File: src/rtl/ooo_mem_arbiter.sv
// ooo_mem_arbiter: two-master (icache, dcache) to one-slave arbiter on the
// generic bus protocol. Data requests have fixed priority over instruction.
// Each granted request is latched and held until the slave completes it.
// The response is then routed back to the master that owns the transaction.
//
// Ports:
//   CLK, nRST                         clock, async active-low reset
//   i_addr, i_ren                     icache request
//   i_busy, i_rdata                   icache response (busy=0 on completion)
//   d_addr, d_wdata, d_ren, d_wen,
//   d_byte_en                         dcache request
//   d_busy, d_rdata                   dcache response (busy=0 on completion)
//   o_addr, o_wdata, o_ren, o_wen,
//   o_byte_en                         outbound request to the slave
//   o_rdata, o_busy                   slave response (busy=0 means done)
//
// Optional macro ARB_STARVE_GUARD_EN: after STARVE_MAX consecutive dcache
// grants made while the icache waits, the next grant goes to the icache.
module ooo_mem_arbiter #(
    parameter int ADDR_W     = 32,
    parameter int DATA_W     = 32,
    parameter int STARVE_MAX = 4
) (
    input  logic                CLK,
    input  logic                nRST,
    input  logic [ADDR_W-1:0]   i_addr,
    input  logic                i_ren,
    output logic                i_busy,
    output logic [DATA_W-1:0]   i_rdata,
    input  logic [ADDR_W-1:0]   d_addr,
    input  logic [DATA_W-1:0]   d_wdata,
    input  logic                d_ren,
    input  logic                d_wen,
    input  logic [DATA_W/8-1:0] d_byte_en,
    output logic                d_busy,
    output logic [DATA_W-1:0]   d_rdata,
    output logic [ADDR_W-1:0]   o_addr,
    output logic [DATA_W-1:0]   o_wdata,
    output logic                o_ren,
    output logic                o_wen,
    output logic [DATA_W/8-1:0] o_byte_en,
    input  logic [DATA_W-1:0]   o_rdata,
    input  logic                o_busy
);

    localparam int BE_W = DATA_W / 8;

    typedef enum logic [1:0] {
        IDLE    = 2'd0,
        GRANT_I = 2'd1,
        GRANT_D = 2'd2
    } state_t;

    state_t            state, state_nx;
    logic [ADDR_W-1:0] addr_q, addr_nx;
    logic [DATA_W-1:0] wdata_q, wdata_nx;
    logic [BE_W-1:0]   be_q, be_nx;
    logic              ren_q, ren_nx;
    logic              wen_q, wen_nx;
    logic              take_i, take_d;
    logic              i_done, d_done;

`ifdef ARB_STARVE_GUARD_EN
    logic [2:0] starve_q, starve_nx;
    logic       starved;

    // icache has waited through STARVE_MAX dcache grants: it wins next
    assign starved = i_ren && (starve_q == 3'(STARVE_MAX));
`else
    logic unused_starve_max;
    assign unused_starve_max = (STARVE_MAX != 0);
`endif

    always_comb begin
        state_nx = state;
        addr_nx  = addr_q;
        wdata_nx = wdata_q;
        be_nx    = be_q;
        ren_nx   = ren_q;
        wen_nx   = wen_q;
        take_i   = 1'b0;
        take_d   = 1'b0;
        unique case (state)
            IDLE: begin
`ifdef ARB_STARVE_GUARD_EN
                if ((d_ren || d_wen) && !starved)
                    take_d = 1'b1;
                else if (i_ren)
                    take_i = 1'b1;
`else
                if (d_ren || d_wen)
                    take_d = 1'b1;
                else if (i_ren)
                    take_i = 1'b1;
`endif
                if (take_d) begin
                    state_nx = GRANT_D;
                    addr_nx  = d_addr;
                    wdata_nx = d_wdata;
                    be_nx    = d_byte_en;
                    // read+write together is issued as a write
                    wen_nx   = d_wen;
                    ren_nx   = d_ren && !d_wen;
                end else if (take_i) begin
                    state_nx = GRANT_I;
                    addr_nx  = i_addr;
                    wdata_nx = '0;
                    be_nx    = '1;
                    wen_nx   = 1'b0;
                    ren_nx   = 1'b1;
                end
            end
            GRANT_I, GRANT_D: begin
                if (!o_busy) begin
                    state_nx = IDLE;
                    ren_nx   = 1'b0;
                    wen_nx   = 1'b0;
                end
            end
            default: state_nx = IDLE;
        endcase
    end

`ifdef ARB_STARVE_GUARD_EN
    always_comb begin
        starve_nx = starve_q;
        if (take_i)
            starve_nx = 3'd0;
        else if (take_d && i_ren && starve_q != 3'd7)
            starve_nx = starve_q + 3'd1;
    end

    always_ff @(posedge CLK or negedge nRST) begin
        if (!nRST)
            starve_q <= 3'd0;
        else
            starve_q <= starve_nx;
    end
`endif

    always_ff @(posedge CLK or negedge nRST) begin
        if (!nRST) begin
            state   <= IDLE;
            addr_q  <= '0;
            wdata_q <= '0;
            be_q    <= '0;
            ren_q   <= 1'b0;
            wen_q   <= 1'b0;
        end else begin
            state   <= state_nx;
            addr_q  <= addr_nx;
            wdata_q <= wdata_nx;
            be_q    <= be_nx;
            ren_q   <= ren_nx;
            wen_q   <= wen_nx;
        end
    end

    assign o_addr    = addr_q;
    assign o_wdata   = wdata_q;
    assign o_byte_en = be_q;
    assign o_ren     = ren_q;
    assign o_wen     = wen_q;

    // completion is visible only to the owner, only in the done cycle
    assign i_done  = (state == GRANT_I) && !o_busy;
    assign d_done  = (state == GRANT_D) && !o_busy;
    assign i_busy  = !i_done;
    assign d_busy  = !d_done;
    assign i_rdata = i_done ? o_rdata : '0;
    assign d_rdata = d_done ? o_rdata : '0;

endmodule

File: config.mk
export PLATFORM = sky130hd
export DESIGN_NAME = ooo_mem_arbiter
export DESIGN_NICKNAME = d
export VERILOG_FILES = /design/src/rtl/ooo_mem_arbiter.sv
export SDC_FILE = /design/constraint.sdc
export NUM_CORES = 1
export LEC_CHECK = 0
export ABC_AREA = 1
export CORE_UTILIZATION = 35
export DETAILED_ROUTE_END_ITERATION = 8
export GPL_ROUTABILITY_DRIVEN = 0
export PLACE_DENSITY = 0.78
export SYNTH_ARGS = -nofsm -noshare
export SYNTH_HDL_FRONTEND = slang
export SYNTH_SLANG_ARGS = --single-unit
File: constraint.sdc
create_clock -name CLK -period 1.4 [get_ports CLK]
set_input_delay 0.14 -clock CLK [delete_from_list [all_inputs] [get_ports CLK]]
set_output_delay 0.14 -clock CLK [all_outputs]
set_load 0.02 [all_outputs]
==> results.py <==
metrics = {
    "drt": {
        "drt_iter0_drc": 288,
        "num_vias": 4716,
        "drcViolationCount": 0,
        "routedWlPerCell_um": 16.0,
        "firstDrtPassIters": 7,
        "detail-route-antenna-nets": 0,
        "drt_wl_total_mm": 15.8,
        "viasPerCell": 4.79,
    },
    "worst_setup_path": {
        "cp_max_fo": 17,
        "critical_path_class": "reg2out",
        "reg2reg_depth": 10,
        "arrival_ns": 1.50,
        "r2r_setup_slack_ns": -0.17,
        "reg2reg_to": "o_byte_en[3]$_DFFE_PN0P_",
        "worstReg2RegStart": "state[0]$_DFFE_PN0P_",
        "critPathLaunchType": "register",
        "crit_required_ns": 1.26,
        "setup.worst_path.end_class": "primary output",
    },
    "floorplan": {
        "dieArea_um2": 11400,
        "io_pins": 274,
        "start_util_pct": 36.7,
        "core_area_um2": 10500,
        "die_h_um": 107,
        "rows": 37,
        "die_w_um": 107,
    },
    "clock_tree": {
        "clock_latency_ns": 0.35,
        "clock-sinks": 72,
        "cts_buffers": 9,
        "htreeDepth": 3,
        "tritoncts": "built",
        "path_clk_slew_ns": 0.08,
        "cts_root_buf": "clkbuf_8",
        "clockBufferDepth": 2,
    },
    "grt": {
        "grt_max_degree": 33,
        "overflow": 0,
        "grt_pass1_vias": 4544,
        "antenna_found_initial": 1,
        "grt_usage_pct": 25.5,
        "grt_pass1_wl_mm": 22.5,
    },
    "final_layout": {
        "final_nets": 985,
        "fillers": 755,
        "syn_to_final_growth_pct": 109,
        "drive_above_1_share_pct": 33.6,
        "fin_cells": 985,
        "mostFrequentLayoutCell": "clkdlybuf4s50_1",
        "design_area_um2": 8010,
        "post-route-util_pct": 76.6,
        "most-common-layout-cells": "clkdlybuf4s50_1, nand2_1, dfrtp_1, dlygate4sd2_1, inv_1",
    },
    "sta": {
        "setup_viol": 138,
        "tightest_slew_ns": 0.376,
        "grt_setup_unrepaired": "true",
        "report.final.slew_viol_count": 0,
        "fin_crit_sh_pct": 117,
        "hold_viol": 0,
        "finalCriticalPeriod_ns": 1.64,
        "fmax_mhz": 609,
        "worst_slack_ns": -0.242,
        "fin_setup_tns_ns": -21.93,
        "skew_ns": 0.0148,
        "slew-limit-headroom_pct": 74.9,
    },
    "logic_synthesis": {
        "postSynthCellCount": 534,
        "synth_seq_area_share_pct": 46.9,
        "synthAdderAreaFrac_pct": 1.30,
        "synth_cell_types": 19,
        "syn_avg_cell_area_um2": 7.20,
        "synth-compound-area-share_pct": 10.6,
        "ys_warn_count": 0,
        "synthSimpleGateAreaFrac_pct": 29.1,
        "synth_top_family_by_area": "simple AND/OR/NAND/NOR gates",
        "synth_fp_nets": 676,
        "synth_xor_area_share_pct": 0,
        "muxShareOfSynthArea_pct": 0,
        "synth_area_um2": 3840,
        "ys_seq_elements": 72,
    },
    "hold_path": {
        "hold_class": "in2async",
    },
    "place": {
        "io_buffers": 273,
        "dpl.cell_count": 942,
        "placed_area_um2": 6870,
        "dpl.hpwl_mm": 10.4,
    },
    "power_and_ir_drop": {
        "powerDensity_nw_per_um2": 1950,
        "peakVddDrop_mv": 0.974,
        "power.total_mw": 15.6,
        "p_leak_nw": 4.31,
    },
    "run_status": {
        "violations": "negative setup slack",
        "status": "complete, but fails checks",
    },
    "job": {
        "maxCapViolCount": 0,
    },
}
[routing by layer]
| metal | up-vias | global-route usage (%) | share of wire (%) |
|---|---|---|---|
| li1 | 2216 | - | - |
| met3 | 42 | 6.08 | 6.8 |
| met1 | 2247 | 25.5 | 34 |
| met2 | 211 | 48.5 | 55 |
| met4 | 0 | 13.1 | 4.1 |
| met5 | - | 0 | 0 |
[stage by stage]
stage	hold WS [ns]	setup WS [ns]
after CTS	0.228	-0.259
after detailed placement	0.0822	-0.399
after global routing	0.259	-0.316
after floorplan	-0.156	0.00237
final	0.242	-0.242
after global placement	0.0787	-0.364
[worst max-delay path, stage by stage (launching register included)]
cell,delay [ns]
dfrtp_1,0.40
buf_4,0.15
ha_4,0.15
nand2_4,0.09
buf_12,0.16
nor2_1,0.05
buf_4,0.15
[flip-flops by register name, indices dropped and copies added (netlist names)]
signal and count:
state 2, o_byte_en 4, o_ren 1, o_wen 1
o_addr 32, o_wdata 32
[logic make-up (layout without fill, tap and decap cells)]
kind of cell,Yosys count,count (layout)
compound gates,66,66
other cells,0,1
fa+ha+maj,4,4
flops,72,72
buf+inv,102,416
simple gates,290,290
[what timing repair did]
action,CTS,global route
hold buffers,1,0
buffers inserted,10,6
gates resized for setup,488,147
pin swaps,15,16
hold endpoints to repair,25,0
endpoints found under the setup margin,207,138
cloned,9,4
[worst max-delay path by stage]
stage                                    start           to  slack [ns]  depth (start not counted)
after floorplan           state[0]$_DFFE_PN0P_  d_rdata[22]       0.002                          5
after detailed placement                o_busy   d_rdata[8]       -0.40                          6
after CTS                 state[1]$_DFFE_PN0P_  d_rdata[17]       -0.26                          6
after global routing      state[1]$_DFFE_PN0P_  d_rdata[12]       -0.32                          6
after global placement                  o_busy  i_rdata[30]       -0.36                          6
final                     state[1]$_DFFE_PN0P_  d_rdata[17]       -0.24                          6
[Yosys cell counts]
cell | number | share of area, %
buf_4 | 1 | 0.20
dfrtp_1 | 72 | 47
inv_1 | 71 | 6.9
clkbuf_4 | 2 | 0.39
inv_2 | 1 | 0.098
o21ai_0 | 43 | 5.6
clkbuf_1 | 10 | 0.98
o21ai_1 | 2 | 0.26
nor2_1 | 78 | 7.6
o21ai_2 | 21 | 4.8
nand2_2 | 2 | 0.33
buf_6 | 8 | 2.3
nor2_8 | 1 | 0.52
buf_2 | 8 | 1.0
nand3_1 | 2 | 0.26
nand4_1 | 2 | 0.33
nand2_1 | 205 | 20
ha_1 | 4 | 1.3
buf_1 | 1 | 0.098
[power breakdown]
| part | switching [mW] | internal (mW) |
|---|---|---|
| clock network | 0.825 | 0.709 |
| registers | 0.733 | 3.08 |
| logic | 5.43 | 4.83 |
[layout make-up]
type	count	area (µm²)	share of cell area [%]
Timing Repair Buffer	328	3370	42.1
Multi-Input combinational cell	360	2200	27.4
Sequential cell	72	1800	22.5
Inverter	72	287	3.58
Tap cell	136	170	2.12
Clock buffer	11	141	1.76
Clock inverter	5	38.8	0.484
Antenna cell	1	2.50	0.0312
(Power assumes the default switching activity.)
